**src/rtl/demux1x4_n_reg.sv**
```systemverilog
// ----------------------------------------------------------------------------
// demux1x4_n_reg
// Registered 1-to-4 distributor. Stores DIN into one of four lane registers
// (Q0..Q3), keeps a per-lane fresh-data flag and reports frame status.
//
// Optional feature macro: DEMUX_AUTOINC_EN
//   When defined, a 2-bit write pointer lets AUTO=1 writes fill lanes in
//   sequence. When undefined, AUTO is ignored and SEL always picks the lane.
//
// Ports:
//   clock    in   rising-edge clock
//   reset    in   synchronous active-high reset
//   DIN      in   BITS  data word to store
//   SEL      in   2     lane for addressed writes
//   WE       in   1     write strobe
//   AUTO     in   1     use internal pointer (DEMUX_AUTOINC_EN only)
//   CONSUME  in   1     clear lane-valid flags, start a new frame
//   Q0..Q3   out  BITS  lane holding registers
//   VALID    out  4     per-lane fresh-data flags
//   FULL     out  1     all four lanes valid (combinational from VALID)
//   OVW      out  1     last write hit an already-valid lane (1-cycle pulse)
//   ESTADO   out  2     00 VAZIO, 01 PARCIAL, 10 CHEIO
// ----------------------------------------------------------------------------
module demux1x4_n_reg #(
   parameter int unsigned BITS = 4
) (
   input  logic            clock,
   input  logic            reset,
   input  logic [BITS-1:0] DIN,
   input  logic [1:0]      SEL,
   input  logic            WE,
   input  logic            AUTO,
   input  logic            CONSUME,
   output logic [BITS-1:0] Q0,
   output logic [BITS-1:0] Q1,
   output logic [BITS-1:0] Q2,
   output logic [BITS-1:0] Q3,
   output logic [3:0]      VALID,
   output logic            FULL,
   output logic            OVW,
   output logic [1:0]      ESTADO
);

   typedef enum logic [1:0] {
      VAZIO   = 2'b00,
      PARCIAL = 2'b01,
      CHEIO   = 2'b10
   } state_t;

   state_t          r_state;
   state_t          w_state_nxt;
   logic [BITS-1:0] r_q [4];
   logic [3:0]      r_valid;
   logic [3:0]      w_valid_nxt;
   logic [3:0]      w_onehot;
   logic            r_ovw;
   logic [1:0]      w_lane;

`ifdef DEMUX_AUTOINC_EN
   logic [1:0] r_ptr;
   logic [1:0] w_ptr_nxt;

   assign w_lane = AUTO ? r_ptr : SEL;

   // Pointer advances only on AUTO writes; a CONSUME+WE write restarts it
   // just past the lane that opened the new frame.
   always_comb begin
      w_ptr_nxt = r_ptr;
      if (WE && AUTO) begin
         w_ptr_nxt = 2'(w_lane + 2'd1);
      end else if (CONSUME) begin
         w_ptr_nxt = 2'd0;
      end
   end

   always_ff @(posedge clock) begin
      if (reset) begin
         r_ptr <= 2'd0;
      end else begin
         r_ptr <= w_ptr_nxt;
      end
   end
`else
   logic w_unused_auto;

   assign w_unused_auto = AUTO;
   assign w_lane        = SEL;
`endif

   assign w_onehot = 4'b0001 << w_lane;

   // Next lane-valid set; a write alongside CONSUME opens the new frame.
   always_comb begin
      w_valid_nxt = r_valid;
      if (WE && CONSUME) begin
         w_valid_nxt = w_onehot;
      end else if (WE) begin
         w_valid_nxt = r_valid | w_onehot;
      end else if (CONSUME) begin
         w_valid_nxt = 4'b0000;
      end
   end

   // State follows the next VALID value so it lines up with VALID.
   always_comb begin
      w_state_nxt = PARCIAL;
      if (w_valid_nxt == 4'b0000) begin
         w_state_nxt = VAZIO;
      end else if (w_valid_nxt == 4'b1111) begin
         w_state_nxt = CHEIO;
      end
   end

   always_ff @(posedge clock) begin
      if (reset) begin
         for (int i = 0; i < 4; i++) begin
            r_q[i] <= '0;
         end
         r_valid <= 4'b0000;
         r_ovw   <= 1'b0;
         r_state <= VAZIO;
      end else begin
         if (WE) begin
            r_q[w_lane] <= DIN;
         end
         r_valid <= w_valid_nxt;
         r_ovw   <= WE && !CONSUME && r_valid[w_lane];
         r_state <= w_state_nxt;
      end
   end

   assign Q0     = r_q[0];
   assign Q1     = r_q[1];
   assign Q2     = r_q[2];
   assign Q3     = r_q[3];
   assign VALID  = r_valid;
   assign FULL   = &r_valid;
   assign OVW    = r_ovw;
   assign ESTADO = r_state;

endmodule

```
**config.mk**
```make
export PLATFORM = sky130hd
export DESIGN_NAME = demux1x4_n_reg
export DESIGN_NICKNAME = d
export VERILOG_FILES = /design/src/rtl/demux1x4_n_reg.sv
export SDC_FILE = /design/constraint.sdc
export NUM_CORES = 1
export LEC_CHECK = 0
export BUFFER_PORTS_ARGS = -buffer_cell sky130_fd_sc_hd__buf_2
export CAP_MARGIN = 40
export CORE_MARGIN = 2
export CORE_UTILIZATION = 40
export DETAILED_ROUTE_END_ITERATION = 10
export GPL_TIMING_DRIVEN = 1
export PLACE_DENSITY = 0.67
export REMOVE_ABC_BUFFERS = 1
export SYNTH_ARGS = -nofsm -noshare
export SYNTH_HDL_FRONTEND = slang
export SYNTH_SLANG_ARGS = --single-unit
```
**constraint.sdc**
```tcl
create_clock -name clock -period 2.9 [get_ports clock]
set_clock_uncertainty 0.15 [all_clocks]
set_input_delay 0.145 -clock clock [delete_from_list [all_inputs] [get_ports clock]]
set_output_delay 0.145 -clock clock [all_outputs]
set_load 0.02 [all_outputs]
```
==> flow_summary.ini, run 1 <==
[final_layout]
drive_gt1_share_pct = 32.5
fin_cells = 145
n_antenna_cell = 0
nets = 129
syn2layout_area_growth_pct = 22.7
num-fill-cells = 222

[flow_run]
drv_cap = 0

[synthesis]
ys_ff_latch = 23
synth_area_leader_cell = edfxtp_1
synth.avg_cell_area_um2 = 11.8
syn_area_um2 = 953
yosys.area.top_type_share_pct = 50.4
synthArstFlopShare_pct = 0
synthTopCellsByCount = edfxtp_1 (16), nand2_1 (13), nor2_1 (10)
synth-edff-count = 16
synth.most_common_cell = edfxtp_1
synth_cell_types = 21
synth_warnings = 0
synth_cells = 81
ys_seq_area_share_pct = 65.1
ys_top_cells_by_area = edfxtp_1 (50%), dfxtp_1 (15%), nand2_1 (5.1%)
ys.flop_type = edfxtp_1

[status]
status = finished, final reports clean

[sta]
setup_viol = 0
fmax_mhz = 690
period_needed_ns = 1.45
worst_pin_slew_ns = 0.226
setup_slack_ns = 1.45
fin_crit_sh_pct = 50.0
fin_tns_setup_ns = 0
slew_headroom_pct = 84.8
hold_viol_final = 0
rsz0062_at_grt = false
maxSlewViolCount = 0

[worst_setup_path]
start_kind = flop
r2r_cells = 3
crit_type = flop to output port
r2r_end = ESTADO[0]$_SDFF_PP0_
regToRegSetupSlack_ns = 1.56
end_kind = output port
cp_max_fo = 6
rr_startpoint = VALID[2]$_SDFF_PP0_
crit_start = VALID[2]$_SDFF_PP0_
worstPathArrival_ns = 1.15
crit_required_ns = 2.61

[power_and_ir_drop]
seqPwrFrac_pct = 61.7
fin_total_pwr_w = 0.000614
p_clk_share_pct = 23.3
leakagePower_nw = 0.510
irDropWorstVdd_mv = 0.308
powerDensity_nw_per_um2 = 525
p_comb_share_pct = 14.9
p_sw_share_pct = 25.7
p_int_w = 0.000457
switchingPower_w = 0.000158

[place]
gp_congestion = 0.783
dp_hpwl_mm = 1.42
dp_slack_ns = 1.45
port-buffer-count = 33
place_inst = 139

[detailed_routing]
wl_mm = 1.89
first_pass_iters = 4
drc = 0
via_count = 743
postRouteAntennaNets = 0
wl_per_cell_um = 13.0
drt_iter0_drc = 10
routed_via_density = 5.12

[die]
start_util_pct = 42.7
die_h_um = 52.8
io_pins = 35
die-width_um = 52.8
core_um2 = 2230
dieArea_um2 = 2790
core.rowCount = 17

[clock_network]
numCtsBuffers = 3
cts.path.max_buffers = 2
clkSlewWorstSetupHoldPaths_ns = 0.12
clk_latency_ns = 0.31
clock-sinks = 23
clockRootBuffer = clkbuf_4
htreeDepth = 1
cts_tree = yes

[worst_hold_path]
hold_start = WE
min_path_cells = 3
hold_path_end = VALID[0]$_SDFF_PP0_
hp-class = input pin to flop

[global_route]
grt_max_degree = 13
grt_pass1_wl_mm = 2.91
gr-usage-all-layers_pct = 15.0
first_global_vias = 632
antenna_found_initial = 0
grt_overflow_total = 0
-- cells in the final DEF (no fill, tap or decap), drive strengths merged --
master and n:
o221a 1, o21bai 1, a31o 1, a32oi 1, and3b 1, buf 33, o311a 1, inv 5
edfxtp 16, nor4 2, and2b 1, nand2b 6, nand3b 2, a21oi 4, dfxtp 7, nor2 10
clkbuf 4, nand3 1, mux4 1, dlygate4sd3 2, nor3 4, nand2 13
-- how the worst max path moves through the flow --
stage | slack [ns] | endpoint | cells after the start
after floorplan | 1.55 | ESTADO[0]$_SDFF_PP0_ | 3
after global placement | 1.48 | ESTADO[0]$_SDFF_PP0_ | 4
after detailed placement | 1.45 | ESTADO[0]$_SDFF_PP0_ | 4
after CTS | 1.45 | FULL | 3
after global routing | 1.38 | FULL | 3
final | 1.45 | FULL | 3
-- critical path, stage by stage, from the launching register on --
cell,delay (ns)
dfxtp_1,0.45
nand2_1,0.11
nor2_1,0.12
buf_2,0.17
-- layout make-up --
| type | count | area [um2] | area share, % |
|---|---|---|---|
| Multi-Input combinational cell | 50 | 284 | 24.3 |
| Inverter | 5 | 18.8 | 1.60 |
| Tap cell | 28 | 35.0 | 2.99 |
| Clock buffer | 4 | 26.3 | 2.25 |
| Timing Repair Buffer | 35 | 185 | 15.8 |
| Sequential cell | 23 | 621 | 53.0 |
-- power groups by stage --
stage / logic, W / registers (W) / clock network (W)
2_1_floorplan: 0.0000237 / 0.000415 / 0
3_3_place_gp: 0.0000884 / 0.000386 / 0
3_5_place_dp: 0.0000902 / 0.000387 / 0
4_1_cts: 0.0000923 / 0.000380 / 0.000144
5_1_grt: 0.0000991 / 0.000381 / 0.000164
6_report: 0.0000918 / 0.000379 / 0.000143
-- metrics by stage --
stage	instance area (um2)	util (%)	hold slack [ns]
6_report	1170	52.4	0.0312
2_1_floorplan	923	-	0.0641
3_5_place_dp	1120	50.3	0.257
4_1_cts	1170	52.4	0.0342
3_3_place_gp	1120	50.3	0.255
5_1_grt	1170	52.4	0.0359
-- timing repair --
action                    CTS  global route
hold endpoints to repair    5             0
hold buffers                2             0
buffers inserted            0             0
resized for setup           0             0
-- flip-flops by register name, summed over array words and instances, names as in the netlist --
register,count
VALID,4
ESTADO,2
OVW,1
r_q,16
-- kinds of logic (layout without fill, tap and decap cells) --
| group | after synthesis | after routing | synth area share [%] |
|---|---|---|---|
| AND/OR/NAND/NOR | 40 | 40 | 20.5 |
| flip-flops | 23 | 23 | 65.1 |
| AO/OA/AOI/OAI | 9 | 9 | 6.96 |
| buffers and inverters | 8 | 44 | 5.12 |
| multiplexers | 1 | 1 | 2.36 |
-- metal layers --
| metal | global-route usage (%) | part of all wire (%) |
|---|---|---|
| met1 | 19.5 | 46 |
| met3 | 2.57 | 6.0 |
| met2 | 23.8 | 46 |
| met4 | 7.69 | 1.9 |
| met5 | 0 | 0 |
Note: power is estimated with default switching activity, not from simulation.
==> inputs of run 2 (changes only) <==
- PLACE_DENSITY: 0.67 -> 0.69
- clock period: 2.9 -> 1.2 ns (I/O delays scaled with it)
==> run 2 against run 1 <==
The run now ends with negative setup slack left. Setup slack lost 1.6 ns. Sequential power grew 140%. Register-to-register slack got worse by 1.7 ns. Critical path depth unchanged. Utilization grew 11 points. Cell count rose by 16%. Power rose to 2.5 times the previous value. Clock-buffer cell count shrank 1. Global-route usage grew 1.8 points. First-iteration DRC count increased by 90%.
==> flow_summary.ini, run 2 (synthesized netlist as in run 1, its figures left out) <==
[power_and_ir_drop]
seqPwrFrac_pct = 59.2
switchingPower_w = 0.000399
p_int_w = 0.00115
p_comb_share_pct = 18.4
fin_total_pwr_w = 0.00155
p_clk_share_pct = 22.4
irDropWorstVdd_mv = 0.729
p_sw_share_pct = 25.8
powerDensity_nw_per_um2 = 1090
leakagePower_nw = 0.638

[global_route]
grt_overflow_total = 0
first_global_vias = 782
gr-usage-all-layers_pct = 16.7
grt_max_degree = 14
antenna_found_initial = 0
grt_pass1_wl_mm = 3.38

[worst_setup_path]
end_kind = flop
regToRegSetupSlack_ns = -0.12
cp_max_fo = 2
slowest_stage = mux4_2
worstPathArrival_ns = 1.39
start_kind = flop
critPathBufInv = 1
cpLargestDelayFamily = multiplexers
crit_required_ns = 1.27
path_cells = buf_6, mux4_2, and3b_1
slowest_delay_ns = 0.44
crit_type = flop to flop

[clock_network]
htreeDepth = 1
cts.path.max_buffers = 2
clock-sinks = 23
clockRootBuffer = clkbuf_4
clk_latency_ns = 0.30
clkSlewWorstSetupHoldPaths_ns = 0.12
numCtsBuffers = 3
cts_tree = yes

[sta]
hold_viol_final = 0
fin_tns_setup_ns = -0.277
fin_crit_sh_pct = 110
period_needed_ns = 1.32
maxSlewViolCount = 0
worst_pin_slew_ns = 0.267
setup_slack_ns = -0.123
holdWs_ns = 0.0326
fmax_mhz = 756
rsz0062_at_grt = true
setup_viol = 4
slew_headroom_pct = 82.0

[final_layout]
final_common_cell = buf_2
fin_util_pct = 63.4
max_flop_register = r_q
nets = 152
final_cell_mix = buf_2 (30), edfxtp_1 (16), buf_4 (14), nand2_1 (11)
syn2layout_area_growth_pct = 48.4
largest_reg_flops = 16
drive_gt1_share_pct = 45.0
n_antenna_cell = 0

[detailed_routing]
postRouteAntennaNets = 0
wl_met3_um = 135
wl_met2_mm = 1.06
routed_via_density = 4.81
top_layer_used = met4
wl_per_cell_um = 12.8
wl_mm = 2.15
drc = 0
via_count = 808
drt-met1-wl_um = 908
first_pass_iters = 4
drt_iter0_drc = 19

[worst_hold_path]
hp-class = input pin to flop

[status]
failed_checks = negative setup slack
status = finished with violations

[die]
start_util_pct = 42.7
core_um2 = 2230
core.rowCount = 17
die-width_um = 52.8
io_pins = 35
dieArea_um2 = 2790
die_h_um = 52.8

[place]
port-buffer-count = 33
gp_congestion = 0.839
dp_hpwl_mm = 1.41
dp_slack_ns = -0.0746

[flow_run]
drv_cap = 0
==> run 2: cell types whose count changed in the layout (fill, tap and decap cells not counted), sizes merged <==
cell,change
buf,+15
dlygate4sd3,+7
clkbuf,-1
clkinv,+1
dlymetal6s4s,+1
==> run 2: final timing paths <==
check | from | endpoint | depth (start not counted)
max | VALID[0]$_SDFF_PP0_ | OVW$_SDFF_PP0_ | 3
min | WE | VALID[0]$_SDFF_PP0_ | 4
max reg2reg | VALID[0]$_SDFF_PP0_ | OVW$_SDFF_PP0_ | 3
min reg2reg | VALID[1]$_SDFF_PP0_ | VALID[1]$_SDFF_PP0_ | 3
==> run 2: metal layers <==
metal / vias up / GRT usage, %
met5: - / 0
met4: 0 / 6.41
met3: 4 / 1.71
met2: 36 / 29.6
met1: 366 / 20.8
li1: 402 / -
==> run 2: power by group through the flow <==
stage	Clock (W)	Combinational [W]	Sequential (W)
after floorplan	0	0.0000572	0.00100
after global placement	0	0.000239	0.000930
after detailed placement	0	0.000242	0.000932
after CTS	0.000363	0.000273	0.000915
after global routing	0.000393	0.000308	0.000919
final	0.000346	0.000284	0.000914
==> run 2: what timing repair did <==
item                                    4_1_cts  5_1_grt
hold buffers                                  9        1
pin swaps                                     3        3
endpoints found under the setup margin        6       14
setup buffers                                 2        2
resized for setup                             9        8
hold endpoints to repair                     15        1
==> run 2: per-stage QoR <==
stage	instance area (um2)	std cells
floorplan	923	78
global placement	1210	150
finish	1420	168
global route	1420	168
detailed placement	1210	150
CTS	1360	165
==> run 2: worst min-delay path: cells and delay by family <==
kind            cells  cell delay (ns)
buf+inv             2             0.26
simple gates        1             0.09
compound gates      1             0.05
==> run 2: area by class of cell <==
class | count | area (um2)
clock buffers | 3 | 22.5
clock inverters | 1 | 5.00
fillers | 201 | 818
inverters | 5 | 18.8
multi-input cells | 50 | 305
flip-flops and latches | 23 | 626
well taps | 28 | 35.0
repair buffers | 58 | 403
